===== src/rtl/frame_encoder_mc.sv =====
// Frame encoder: raster-scans one frame into an SRAM buffer, tagging pixels covered by car sprites
// with the owning car index and the car's heading sector.
module frame_encoder_mc #(
  parameter int unsigned H_RES    = 640,
  parameter int unsigned V_RES    = 480,
  parameter int unsigned NUM_CARS = 2,
  parameter int unsigned SPR      = 16,
  parameter logic [15:0] BG_COLOR = 16'h0000
) (
  input  logic                     i_clk,
  input  logic                     i_rst_n,
  input  logic                     i_start,
  input  logic                     i_buf_sel,
  input  logic [NUM_CARS*16-1:0]   i_car_x,
  input  logic [NUM_CARS*16-1:0]   i_car_y,
  input  logic [NUM_CARS*32-1:0]   i_car_angle,
  input  logic                     i_sram_ready,
  output logic                     o_sram_we,
  output logic [19:0]              o_sram_addr,
  output logic [15:0]              o_sram_data,
  output logic [31:0]              o_proc_counter,
  output logic [31:0]              o_pixel_counter,
  output logic                     o_opacity,
  output logic                     o_opacity_valid,
  output logic                     o_busy,
  output logic                     o_done
);

  localparam logic [19:0] BufBase = 20'(H_RES * V_RES);
  localparam logic [15:0] XLast   = 16'(H_RES - 1);
  localparam logic [15:0] YLast   = 16'(V_RES - 1);
  localparam logic [16:0] SprExt  = 17'(SPR - 1);

  typedef enum logic [1:0] {StIdle, StLatch, StRun, StDone} state_e;

  state_e state_q, state_d;

  logic [NUM_CARS*16-1:0] car_x_q, car_y_q;
  logic [NUM_CARS*3-1:0]  sector_q;
  logic [15:0]            x_q, y_q;
  logic [19:0]            addr_q;
  logic [31:0]            proc_cnt_q, pix_cnt_q;

  logic run, accept, last_pix;
  logic [NUM_CARS-1:0] car_hit;
  logic                hit;
  logic [2:0]          hit_idx, hit_sec;

  assign run      = (state_q == StRun);
  assign accept   = run & i_sram_ready;
  assign last_pix = (x_q == XLast) && (y_q == YLast);

  // Sector by threshold comparison; valid for inputs in [-360, 719].
  function automatic logic [2:0] angle_sector(input logic signed [31:0] a);
    logic signed [31:0] n;
    logic [2:0]         s;
    if (a < 0) begin
      n = a + 360;
    end else if (a >= 360) begin
      n = a - 360;
    end else begin
      n = a;
    end
    s = 3'd0;
    for (int k = 1; k < 8; k++) begin
      if (n >= 45 * k) s = 3'(k);
    end
    return s;
  endfunction

  // 17-bit compares so a sprite hanging off the right/bottom edge clips instead of wrapping.
  for (genvar g = 0; g < NUM_CARS; g++) begin : g_car_hit
    logic [16:0] cx, cy, px, py;
    assign cx = {1'b0, car_x_q[g*16 +: 16]};
    assign cy = {1'b0, car_y_q[g*16 +: 16]};
    assign px = {1'b0, x_q};
    assign py = {1'b0, y_q};
    assign car_hit[g] = (px >= cx) && (px <= cx + SprExt) && (py >= cy) && (py <= cy + SprExt);
  end

  // Scan from the top index down so the lowest covering car wins.
  always_comb begin
    hit     = 1'b0;
    hit_idx = 3'd0;
    hit_sec = 3'd0;
    for (int i = NUM_CARS - 1; i >= 0; i--) begin
      if (car_hit[i]) begin
        hit     = 1'b1;
        hit_idx = 3'(i);
        hit_sec = sector_q[i*3 +: 3];
      end
    end
  end

  always_ff @(posedge i_clk or negedge i_rst_n) begin
    if (!i_rst_n) begin
      state_q <= StIdle;
    end else begin
      state_q <= state_d;
    end
  end

  always_comb begin
    state_d = state_q;
    unique case (state_q)
      StIdle:  if (i_start) state_d = StLatch;
      StLatch: state_d = StRun;
      StRun:   if (accept && last_pix) state_d = StDone;
      StDone:  state_d = StIdle;
      default: state_d = StIdle;
    endcase
  end

  always_comb begin
    o_sram_we       = run;
    o_sram_addr     = run ? addr_q : 20'd0;
    o_sram_data     = 16'd0;
    if (run) o_sram_data = hit ? {1'b1, hit_idx, hit_sec, 9'd0} : BG_COLOR;
    o_opacity       = run & hit;
    o_opacity_valid = run & i_sram_ready;
    o_busy          = (state_q == StLatch) || run;
    o_done          = (state_q == StDone);
  end

  assign o_proc_counter  = proc_cnt_q;
  assign o_pixel_counter = pix_cnt_q;

  // Address advances by one per accepted pixel, matching the x-inner raster order.
  always_ff @(posedge i_clk or negedge i_rst_n) begin
    if (!i_rst_n) begin
      car_x_q    <= '0;
      car_y_q    <= '0;
      sector_q   <= '0;
      x_q        <= '0;
      y_q        <= '0;
      addr_q     <= '0;
      proc_cnt_q <= '0;
      pix_cnt_q  <= '0;
    end else if (state_q == StLatch) begin
      car_x_q <= i_car_x;
      car_y_q <= i_car_y;
      for (int i = 0; i < NUM_CARS; i++) begin
        sector_q[i*3 +: 3] <= angle_sector(i_car_angle[i*32 +: 32]);
      end
      x_q        <= '0;
      y_q        <= '0;
      addr_q     <= i_buf_sel ? BufBase : 20'd0;
      proc_cnt_q <= '0;
      pix_cnt_q  <= '0;
    end else if (run) begin
      proc_cnt_q <= proc_cnt_q + 32'd1;
      if (i_sram_ready) begin
        pix_cnt_q <= pix_cnt_q + 32'd1;
        addr_q    <= addr_q + 20'd1;
        if (x_q == XLast) begin
          x_q <= '0;
          y_q <= y_q + 16'd1;
        end else begin
          x_q <= x_q + 16'd1;
        end
      end
    end
  end

endmodule


===== config.mk =====
export PLATFORM = sky130hd
export DESIGN_NAME = frame_encoder_mc
export DESIGN_NICKNAME = d
export VERILOG_FILES = /design/src/rtl/frame_encoder_mc.sv
export SDC_FILE = /design/constraint.sdc
export NUM_CORES = 1
export LEC_CHECK = 0
export ABC_CLOCK_PERIOD_IN_PS = 3800
export BUFFER_PORTS_ARGS = -buffer_cell sky130_fd_sc_hd__buf_2
export CORE_MARGIN = 8
export CORE_UTILIZATION = 54
export CTS_BUF_LIST = sky130_fd_sc_hd__clkbuf_8
export DETAILED_ROUTE_END_ITERATION = 8
export PLACE_DENSITY_LB_ADDON = 0.05
export SYNTH_ARGS = -nofsm -noshare
export SYNTH_HDL_FRONTEND = slang
export SYNTH_SLANG_ARGS = --single-unit

===== constraint.sdc =====
create_clock -name i_clk -period 3.8 [get_ports i_clk]
set_clock_uncertainty 0.05 [all_clocks]
set_input_delay 0.76 -clock i_clk [delete_from_list [all_inputs] [get_ports i_clk]]
set_output_delay 0.76 -clock i_clk [all_outputs]
set_load 0.01 [all_outputs]

# Word level (Yosys, flattened, before mapping)
# Index checks and enable logic that the tools add are counted.
# W data, S select, Z words.
# classes
n_addsub	13
n_mul	0
div	0
n_lt_le_gt_ge	26
n_eq_ne	7
shifts	0
n_mux	49
bitwise	2
n_reduce_logical	16
# op_table
operator	count
$mux W32	11
$ge A32 B10 Y1 const B	6
$ge A32 B9 Y1 const B	6
$mux W16	10
$mux W20	4
$add A16 B4 Y17 const B	4
$le A16 B17 Y1	4
$add A32 B1 Y32 const B	2
$add A32 B10 Y32 const B	2
$ge A16 B16 Y1	4
$ge A32 B7 Y1 const B	2
$ge A32 B8 Y1 const B	2
$lt A32 B1 Y1 const B	2
$sub A32 B10 Y32 const B	2
$mux W3	14
$add A16 B1 Y16 const B	2
$add A20 B1 Y20 const B	1
$mux W19	1
$eq A16 B10 Y1 const B	1
$eq A16 B9 Y1 const B	1
$logic_and A1 B1 Y1	8
$pmux W2 S4	1
$mux W1	6
$reduce_bool A2 Y1	3
10 further kinds	14
# totals
register_bits	188
latch_bits	0
ram_bits	0
rom_bits	0
inputBits	133
out_inout_bits	105
wordCells	122
n_memories	0

# Logic depth before layout (Yosys ltp)
# Gate-level depths: netlist (run 1).
# logic_depth
ltp_word	12
mapped_depth	18
depth_no_buf	17

# Worst setup path before layout (run 1)
# No wires, ideal clock.
# synth_timing
path_kind	register -> output
from	reg car_y_q[0]
to	out o_sram_data[15]
arrival_time_ns	3.157
required_ns	2.990
setup_slack_ns	-0.167
stages_incl_launch_ff	19
path_buffers	1
path_cell_list	dfrtp_1 > inv_1 > ha_1 > nand3_1 > nand3_1 > nor3_1 > nand2_1 > xnor2_1 > ha_1 > and3_1 > nand3_1 > nor3_1 > nand4_1 > o21ai_0 > a41oi_1 > o21ai_0 > nand4_1 > o21ai_0 > buf_4
# synth_between
elab_chain_len	6
word_cells_on_any_way	8
cone_classes	1 x add/sub; 2 x order compare; 3 x mux; 2 x reduce/logical
# synth_lines
item	line_no	text
start, declared	38	logic [NUM_CARS*16-1:0] car_x_q, car_y_q;
start signal, assigned	141	car_y_q <= i_car_y;
$add A16 B4 Y17 or $ge A16 B16 Y1 (tied branches)	78	assign car_hit[g] = (px >= cx) && (px <= cx + SprExt) && (py >= cy) && (py <= cy + SprExt);
$le A16 B17 Y1 or $logic_and A1 B1 Y1 (tied branches)	78	
$logic_and A1 B1 Y1 (*)	78	
$mux W1 (*)	87	if (car_hit[i]) begin
$mux W16 (*) (2 in a row)	118	if (run) o_sram_data = hit ? {1'b1, hit_idx, hit_sec, 9'd0} : BG_COLOR;
end, declared	20	output logic [15:0] o_sram_data,
# Mark *: on every way between the ends. The rest lies on a longest branch, timed or not.

# Worst setup path in the final report (run 1)
# layout_timing
from	reg car_x_q[22]
to	out o_sram_data[11]
# layout_between
elab_chain_len	9
word_cells_on_any_way	12
cone_classes	1 x add/sub; 2 x order compare; 6 x mux; 3 x reduce/logical
# layout_lines
item	line_no	text
start, declared	38	
start signal, assigned	140	car_x_q <= i_car_x;
$add A16 B4 Y17	78	
$le A16 B17 Y1	78	
$logic_and A1 B1 Y1 (*) (3 in a row)	78	
$mux W3 or $mux W1 (tied branches) (2 in a row)	87	
$mux W16 (*) (2 in a row)	118	
# Marks and branches as above.

==> flow_summary.ini, run 1 <==
[power]
ir_drop_uv = 196.2
power_density_nw_per_um2 = 254.0
p_leak_nw = 9.378

[synthesis]
yosysTopAreaCell = dfrtp_1
synth-adder-area-share_pct = 11.45
syn_inst = 1938
synth_top_family_by_area = simple AND/OR/NAND/NOR gates
yosysTopAreaCellShare_pct = 29.69
syn_avg_cell_area_um2 = 8.175
synth-seq-cells = 188
yosysMostFrequentCell = dfrtp_1
synth_top_cells_by_count = 188 x dfrtp_1, 176 x nor2_1, 166 x nand2_1, 145 x ha_1, 140 x o21ai_0
synth-compound-area-share_pct = 18.46
ys_seq_area_share_pct = 29.69
ys_types = 86
synth_simple_gate_area_share_pct = 25.07
synthXorXnorAreaFrac_pct = 8.845
synthArstFlopShare_pct = 100.0
ys.flop_type = dfrtp_1
synth_area_um2 = 15840
yosys-mux-area-fraction_pct = 0.8529
synth_edf_count = 0
yosys_warnings = 0
ys_top_cells_by_area = dfrtp_1 30%, ha_1 11%, xnor2_1 5.0%, o21ai_0 4.4%, nor2_1 4.2%

[critical_path]
cp.arrival_ns = 3.75
end_kind = output pin
crit_start = car_x_q[22]
regToRegStartpoint = state_q[0]
crit_path_start_kind = register
critPathRequiredTime_ns = 2.99
critPathKind = register to output pin
cp_max_fo = 3

[global_routing]
grt_pass1_wl_um = 79340
grt_max_degree = 107
grt_pass1_vias = 15560
track_usage_pct = 26.99
antenna_found_initial = 1
overflow = 0

[clock_network]
cts.sinks = 188
cts_tree = built
htree_levels = 4
clock_latency_ns = 0.50
clockBufferDepth = 2
path_clk_slew_ns = 0.10
cts-root-buf = clkbuf_8
cts_inserted_buffers = 17

[sta]
slew_violations = 0
period_share_pct = 119.9
fin_ws_ns = -0.7559
holdWs_ns = 0.2439
min_period_ns = 4.556
grt_setup_unrepaired = true
slew-limit-headroom_pct = 34.40
fmax_ghz = 0.2195
setup_viol = 6
worstMarginPinSlew_ns = 0.9840
hold_viol = 0

[finish]
fin_util_pct = 65.96
layout-drive-gt1-share_pct = 21.66
fin_nets = 2550
diodes = 0
syn2layout_area_growth_pct = 19.81
num-fill-cells = 2437

[route]
viasPerCell = 5.978
detailroute.via_count = 15950
drt_iter0_drc = 1215
post_drt_wl_per_cell_um = 18.36
routed_wl_um = 48990
ant_nets = 0
drcViolationCount = 0
first_pass_iters = 6

[floorplanning]
die_area_um2 = 35080
io_pins = 238
core_area_um2 = 28780
initial_core_util_pct = 55.05
die_h_um = 187.3
fp-row-count = 62
die_x_um = 187.3

[status]
status = finished with violations
failed_checks = setup timing

[flow_run]
drv_cap = 0

[placement]
dpl.hpwl_um = 37880
gp_congestion = 0.9629
pre_cts_ws_ns = -0.4137
port_buffers = 226

[min_path]
hold_class = input port to asynchronous set/reset pin
## layout make-up
type                    instances  area (um2)  area share [%]
multi-input cells            1556       10480           55.23
flip-flops and latches        188        4705           24.78
repair buffers                396        2452           12.92
well taps                     384       480.5           2.531
inverters                     113       424.2           2.234
clock buffers                  19       261.5           1.378
clock inverters                13       176.4          0.9293
## routing by layer
layer,GRT usage [%],up-vias,routed length (um)
li1,-,7690,-
met1,34.24,7600,20860
met2,45.61,562,23480
met3,5.034,100,3341
met4,8.858,2,1297
met5,0,-,13
## sequential cells by signal (all words and copies together), names as in the netlist
| register | cells |
|---|---|
| car_x_q | 32 |
| y_q | 16 |
| sector_q | 6 |
| state_q | 2 |
| o_proc_counter | 32 |
| x_q | 16 |
| addr_q | 20 |
| car_y_q | 32 |
| o_pixel_counter | 32 |
## path summary, 6_finish.rpt
check / end / slack [ns] / depth (start not counted)
worst max-delay path: o_sram_data[11] / -0.76 / 17
worst min-delay path: car_x_q[5] / 0.24 / 1
worst max register to register: o_proc_counter[31] / 0.53 / 10
worst min register to register: sector_q[0] / 0.48 / 2
max in group asynchronous: addr_q[8] / 2.59 / 2
min in group i_clk: car_x_q[8] / 0.42 / 3
## through the flow
stage	power (W)	cell area, um2	setup TNS, ns	cells
finish	0.004821	18980	-4.314	2669
global route	0.005073	18980	-5.509	2669
CTS	0.004840	18860	-3.948	2665
detailed placement	0.003357	18220	-2.291	2618
global placement	0.003329	18220	-2.082	2618
floorplan	0.002877	15890	0	1948
## critical path, stage by stage (launching register included)
cell	delay (ns)
dfrtp_1	0.38
inv_2	0.06
nor3_4	0.21
nand3_2	0.12
or3_4	0.43
nor3_4	0.15
xnor2_1	0.10
ha_1	0.31
nand4_1	0.15
nor4_2	0.29
a21oi_1	0.09
o41ai_2	0.07
a31oi_2	0.08
a211oi_2	0.24
buf_4	0.20
nand3_1	0.08
mux2i_1	0.15
buf_2	0.16
## cells by family (layout without fill, tap and decap cells)
logic type / Yosys count / in the layout
AO/OA/AOI/OAI: 448 / 448
flip-flops: 188 / 188
adder cells (fa/ha/maj): 145 / 145
XOR/XNOR: 160 / 160
AND/OR/NAND/NOR: 779 / 779
buffers and inverters: 204 / 541
other: 1 / 11
multiplexers: 13 / 13
## repair_timing
item | in CTS | in global routing
gates cloned | 0 | 0
pin swaps | 19 | 16
setup buffers | 16 | 4
gates resized for setup | 26 | 22
endpoints found under the setup margin | 6 | 6
hold buffers | 0 | 0
## power breakdown
| group | switching, W | internal (W) |
|---|---|---|
| Clock | 0.000825 | 0.000649 |
| Combinational | 0.000622 | 0.000452 |
| Sequential | 0.000182 | 0.00209 |
## placed cells by master (no fill, tap or decap), types with 9 or more instances in the layout
cell type	count
nand2b_1	9
inv_1	108
nor2_1	172
conb_1	11
nand2_1	165
and3_1	41
nand4_1	73
or2_2	10
and2_1	26
o21ai_1	10
and4_1	15
mux2i_1	9
xor2_1	69
nor4_1	31
o22ai_1	16
o21ai_0	132
or3_1	34
a21oi_1	81
nand3_1	84
nor3_1	51
buf_4	165
a21o_1	29
o21a_1	31
a211oi_1	13
clkbuf_8	20
xnor2_1	90
ha_1	143
o211ai_1	10
dfrtp_1	188
a31oi_1	15
nor2b_1	13
buf_2	225
Power figures use the tool's default switching activity.
==> run 2, diff against run 1 <==
--- a/config.mk
+++ b/config.mk
@@ -8,7 +8,7 @@
 export ABC_CLOCK_PERIOD_IN_PS = 3800
 export BUFFER_PORTS_ARGS = -buffer_cell sky130_fd_sc_hd__buf_2
 export CORE_MARGIN = 8
-export CORE_UTILIZATION = 54
+export CORE_UTILIZATION = 51
 export CTS_BUF_LIST = sky130_fd_sc_hd__clkbuf_8
 export DETAILED_ROUTE_END_ITERATION = 8
 export PLACE_DENSITY_LB_ADDON = 0.05
==> run 2 against run 1 <==
The flow still finishes with violations (setup timing). Total power grew 0.83%. Design area fell by 0.12%. Core utilization down 4.0 points. Hold slack better by 0.0035 ns. Non-clock buffer count decreased by 18. Die area rose by 5.4%. Global-route usage fell by 0.74 points.
==> flow_summary.ini, run 2 (synthesis gave the netlist of run 1 again) <==
[floorplanning]
core_area_um2 = 30590
die_x_um = 192.3
io_pins = 238
die_h_um = 192.3
fp-row-count = 64
die_area_um2 = 36960
initial_core_util_pct = 51.80

[sta]
period_share_pct = 116.5
grt_setup_unrepaired = true
fmax_ghz = 0.2258
worstMarginPinSlew_ns = 0.9468
slew-limit-headroom_pct = 36.88
hold_viol = 0
setup_viol = 6
min_period_ns = 4.429
slew_violations = 0
fin_ws_ns = -0.6286

[critical_path]
reg2reg_slack_ns = 0.52
reg2regPathDepth = 10
cp.arrival_ns = 3.62
r2r_end = o_proc_counter[31]
cp_max_fo = 5
crit_start = car_x_q[0]
end_kind = output pin
critPathKind = register to output pin
crit_path_start_kind = register
critPathRequiredTime_ns = 2.99
regToRegStartpoint = state_q[0]

[power]
p_leak_nw = 9.310
finalPower_w = 0.004861
ir_drop_uv = 193.8
power_density_nw_per_um2 = 256.4

[route]
drcViolationCount = 0
post_drt_wl_per_cell_um = 18.72
routed_wl_um = 49870
viasPerCell = 5.924
drt_iter0_drc = 1090
first_pass_iters = 5
detailroute.via_count = 15780
ant_nets = 0

[global_routing]
grt_pass1_wl_um = 79430
antenna_found_initial = 2
grt_pass1_vias = 15420
overflow = 0
track_usage_pct = 26.25
grt_max_degree = 108

[min_path]
hold_class = input port to asynchronous set/reset pin

[finish]
final_common_cell = buf_2
num-fill-cells = 2747
final_cell_mix = 225 x buf_2, 188 x dfrtp_1, 171 x nor2_1
fin_area_um2 = 18960
syn2layout_area_growth_pct = 19.67
fin_nets = 2532
layout-drive-gt1-share_pct = 21.53
fin_util_pct = 61.98

[status]
status = finished with violations
failed_checks = setup timing

[clock_network]
cts.sinks = 188
htree_levels = 4
path_clk_slew_ns = 0.10
cts_inserted_buffers = 17
cts_tree = built
clock_latency_ns = 0.50
clockBufferDepth = 2
cts-root-buf = clkbuf_8

[placement]
dpl_cell_area_um2 = 18190
gp_congestion = 0.9942
dpl.hpwl_um = 38390
port_buffers = 226
pre_cts_ws_ns = -0.3284

[flow_run]
drv_cap = 0
-- run 2: changes by cell type in the layout (fill, tap and decap cells not counted), moves of 3 or more --
cell / change
o21ai_1: -4
nand3_1: -4
o21ai_0: +3
buf_4: -20
clkinv_8: +3
inv_1: -3
inv_2: +3
-- run 2: worst max path at each step --
stage	end	depth (start not counted)	slack [ns]
final	o_opacity	16	-0.63
after global routing	o_sram_data[9]	18	-0.85
after CTS	o_sram_data[10]	15	-0.58
after detailed placement	o_sram_data[10]	17	-0.33
after global placement	o_sram_data[9]	15	-0.33
after floorplan	o_sram_data[15]	18	0.007
-- run 2: critical path, stage by stage, from the launching register on --
cell and delay, ns:
dfrtp_1 0.42, inv_2 0.08, ha_4 0.16, nand3_2 0.06
and3_4 0.20, nand3_1 0.09, xnor2_1 0.21, ha_1 0.28
a21o_1 0.18, a21o_1 0.18, a2111oi_4 0.30, o21ai_1 0.15
o21ai_2 0.19, nand4_1 0.16, buf_6 0.18, o21ai_2 0.14
buf_2 0.16
-- run 2: final cells by class --
class	instances	area [um2]	area share (%)
clock buffer	17	234.0	1.234
clock inverter	15	220.2	1.161
multi-input combinational	1556	10550	55.62
sequential	188	4705	24.81
timing repair buffer	378	2333	12.31
antenna	1	2.502	0.01320
tap	396	495.5	2.613
inverter	113	424.2	2.237
-- run 2: metrics by stage --
step	hold slack, ns	instances	setup TNS (ns)
3_3_place_gp	0.4427	2623	-2.004
3_5_place_dp	0.4463	2623	-1.865
4_1_cts	0.2716	2657	-3.408
6_report	0.2474	2664	-3.676
2_1_floorplan	0.4065	1948	0
5_1_grt	0.3009	2664	-4.920
-- run 2: layer usage --
layer | vias up | track usage (%) | wire, um
li1 | 7645 | - | -
met1 | 7572 | 34.35 | 22100
met2 | 475 | 43.73 | 23790
met3 | 87 | 4.265 | 2582
met4 | 2 | 8.490 | 1389
met5 | - | 0 | 13
-- run 2: power breakdown --
| part | internal, W | switching [W] | leakage [nW] |
|---|---|---|---|
| clock | 0.000632 | 0.000877 | 0.222 |
| combinational | 0.000456 | 0.000626 | 6.90 |
| sequential | 0.00209 | 0.000180 | 2.19 |
-- run 2: timing repair --
action,4_1_cts,5_1_grt
pin swaps,16,21
resized for setup,26,33
hold buffers,0,0
setup buffers,3,6
setup endpoints to repair,6,6
==> run 3, diff against run 2 <==
--- a/config.mk
+++ b/config.mk
@@ -5,6 +5,7 @@
 export SDC_FILE = /design/constraint.sdc
 export NUM_CORES = 1
 export LEC_CHECK = 0
+export ABC_AREA = 1
 export ABC_CLOCK_PERIOD_IN_PS = 3800
 export BUFFER_PORTS_ARGS = -buffer_cell sky130_fd_sc_hd__buf_2
 export CORE_MARGIN = 8
==> run 3 against run 2 <==
The run still ends with setup timing left. Area after synthesis up 7.4%. Die area up 6.8%. Global-route usage fell by 0.63 points. First-iteration DRC count is 3.3% lower. Clock power down 9%. Combinational power rose to 5.2 times the previous value. Core utilization shrank 1.1 points. Critical path depth is 4 higher. Non-clock buffer count is 6 lower. Fmax decreased by 7.7%. Largest cell class unchanged. Largest power group is now combinational logic.
==> flow_summary.ini, run 3 <==
[status]
status = finished with violations
failed_checks = setup timing

[sta]
slew_violations = 0
worstMarginPinSlew_ns = 0.9458
period_share_pct = 126.2
setup_viol = 6
holdWs_ns = 0.2768
min_period_ns = 4.797
slew-limit-headroom_pct = 36.95
fin_ws_ns = -0.9970
setup_tns_ns = -5.748
fmax_ghz = 0.2085
hold_viol = 0
grt_setup_unrepaired = true

[floorplanning]
fp-row-count = 67
die_h_um = 198.7
initial_core_util_pct = 51.27
core_area_um2 = 33200
die_x_um = 198.7
io_pins = 238
die_area_um2 = 39470

[synthesis]
synth-seq-cells = 188
yosysTopAreaCellShare_pct = 27.64
ys.flop_type = dfrtp_1
synthArstFlopShare_pct = 100.0
ys_seq_area_share_pct = 27.64
synth_edf_count = 0
synth_top_cells_by_count = 646 x nand2_1, 330 x inv_1, 273 x nor2_1, 191 x o21ai_0, 188 x dfrtp_1
yosys_warnings = 0
syn_inst = 2576
ys_types = 65
yosysMostFrequentCell = nand2_1
yosysTopAreaCell = dfrtp_1
ys_top_cells_by_area = dfrtp_1 28%, nand2_1 14%, ha_1 11%, inv_1 7.3%, nor2_1 6.0%
syn_avg_cell_area_um2 = 6.607
synth_area_um2 = 17020

[flow_run]
drv_cap = 0

[global_routing]
grtUsageMet2_pct = 44.98
grt_max_degree = 108
met1_usage_pct = 32.96
grt_pass1_vias = 17390
grt_pass1_wl_um = 83700
track_usage_pct = 25.62
grtUsageMet3_pct = 2.876
top_usage_layer = met2
antenna_found_initial = 1
overflow = 0

[finish]
fin_util_pct = 60.86
final_cell_mix = 641 x nand2_1, 328 x inv_1, 267 x nor2_1
layout-drive-gt1-share_pct = 18.01
syn2layout_area_growth_pct = 18.71
final_common_cell = nand2_1
fin_nets = 3186
diodes = 0

[critical_path]
critPathRequiredTime_ns = 2.99
cp_max_fo = 4
cp.arrival_ns = 3.99
crit_path_start_kind = register
critPathKind = register to output pin
end_kind = output pin

[clock_network]
hold_buffers = 0
clock_latency_ns = 0.48
cts-root-buf = clkbuf_8
path_clk_slew_ns = 0.10
clockBufferDepth = 2
cts.sinks = 188
htree_levels = 4
cts_tree = built
cts_inserted_buffers = 17

[power]
switching_share_pct = 46.98
power_density_nw_per_um2 = 486.7
combinationalPowerShare_pct = 56.7
p_int_w = 0.005214
p_sw_w = 0.004620
power_frac_clock_pct = 14.1
ir_drop_uv = 274.2
p_leak_nw = 10.50
finalPower_w = 0.009834
seqPwrFrac_pct = 29.2

[route]
post_drt_wl_per_cell_um = 15.23
routed_wl_um = 51300
first_pass_iters = 5
ant_nets = 0
drcViolationCount = 0
viasPerCell = 5.337
detailroute.via_count = 17980
drt_iter0_drc = 1054

[placement]
port_buffers = 226
pre_cts_ws_ns = -0.5004
gp_congestion = 0.9170
dpl.hpwl_um = 40380

[min_path]
hold_class = input port to asynchronous set/reset pin
run 3: power groups by stage:
stage | clock, W | combinational (W) | sequential, W
finish | 0.00138 | 0.00558 | 0.00287
floorplan | 0 | 0.00338 | 0.00284
detailed placement | 0 | 0.00537 | 0.00288
CTS | 0.00142 | 0.00551 | 0.00286
global placement | 0 | 0.00521 | 0.00288
global route | 0.00149 | 0.00631 | 0.00294
run 3: worst max-delay path, cell delays in order, from the launching register on:
cell and delay [ns]:
dfrtp_1 0.37, inv_2 0.07, ha_2 0.20, nand3_2 0.08
nand2_1 0.06, nor2_2 0.12, nand3_2 0.13, nor2_4 0.17
nand3_4 0.13, nor4_4 0.18, o21ai_1 0.09, ha_1 0.29
nand2_1 0.07, or4_1 0.49, o22ai_1 0.19, o21bai_1 0.13
nand4_1 0.15, buf_6 0.18, buf_6 0.12, and3_4 0.17
buf_6 0.11
run 3: metal layers:
| layer | up-vias | part of all wire, % | wire [um] |
|---|---|---|---|
| li1 | 9183 | - | - |
| met1 | 8243 | 45 | 23060 |
| met2 | 477 | 48 | 24860 |
| met3 | 74 | 4.7 | 2388 |
| met4 | 2 | 1.9 | 977 |
| met5 | - | 0.023 | 12 |
run 3: worst paths after layout:
kind	cells after the start	slack [ns]	from	endpoint
max in group asynchronous	2	2.68	i_rst_n	o_proc_counter[18]
max reg2reg	16	0.44	state_q[0]	y_q[15]
min	1	0.28	i_rst_n	car_x_q[21]
min in group i_clk	3	0.43	i_car_x[3]	car_x_q[3]
max	20	-1.0	car_y_q[0]	o_sram_data[12]
min reg2reg	1	0.43	o_pixel_counter[31]	o_pixel_counter[31]
run 3: cells by family after synthesis:
kind of cell    count (synthesis)  share of synthesized area (%)
buf+inv                       414                          9.749
compound gates                433                          13.82
xor+xnor                       62                          3.191
other cells                     1                        0.02203
simple gates                 1333                          34.91
flops                         188                          27.64
fa+ha+maj                     145                          10.66
run 3: stage by stage:
stage | cells | cell area, um2
floorplan | 2586 | 17100
global placement | 3317 | 19410
detailed placement | 3317 | 19410
CTS | 3368 | 20080
global route | 3369 | 20200
finish | 3369 | 20200
run 3: final cells by class:
class                           count  area [um2]
Fill cell                        3290       12990
Clock buffer                       18       247.7
Tap cell                          448       560.5
Timing Repair Buffer              372        2293
Clock inverter                     14       148.9
Inverter                          345        1295
Sequential cell                   188        4705
Multi-Input combinational cell   1984       10950
run 3: timing repair:
item,4_1_cts,5_1_grt
endpoints found under the setup margin,6,7
pin swaps,26,21
gates resized for setup,31,24
setup buffers,19,1
gates cloned,0,0
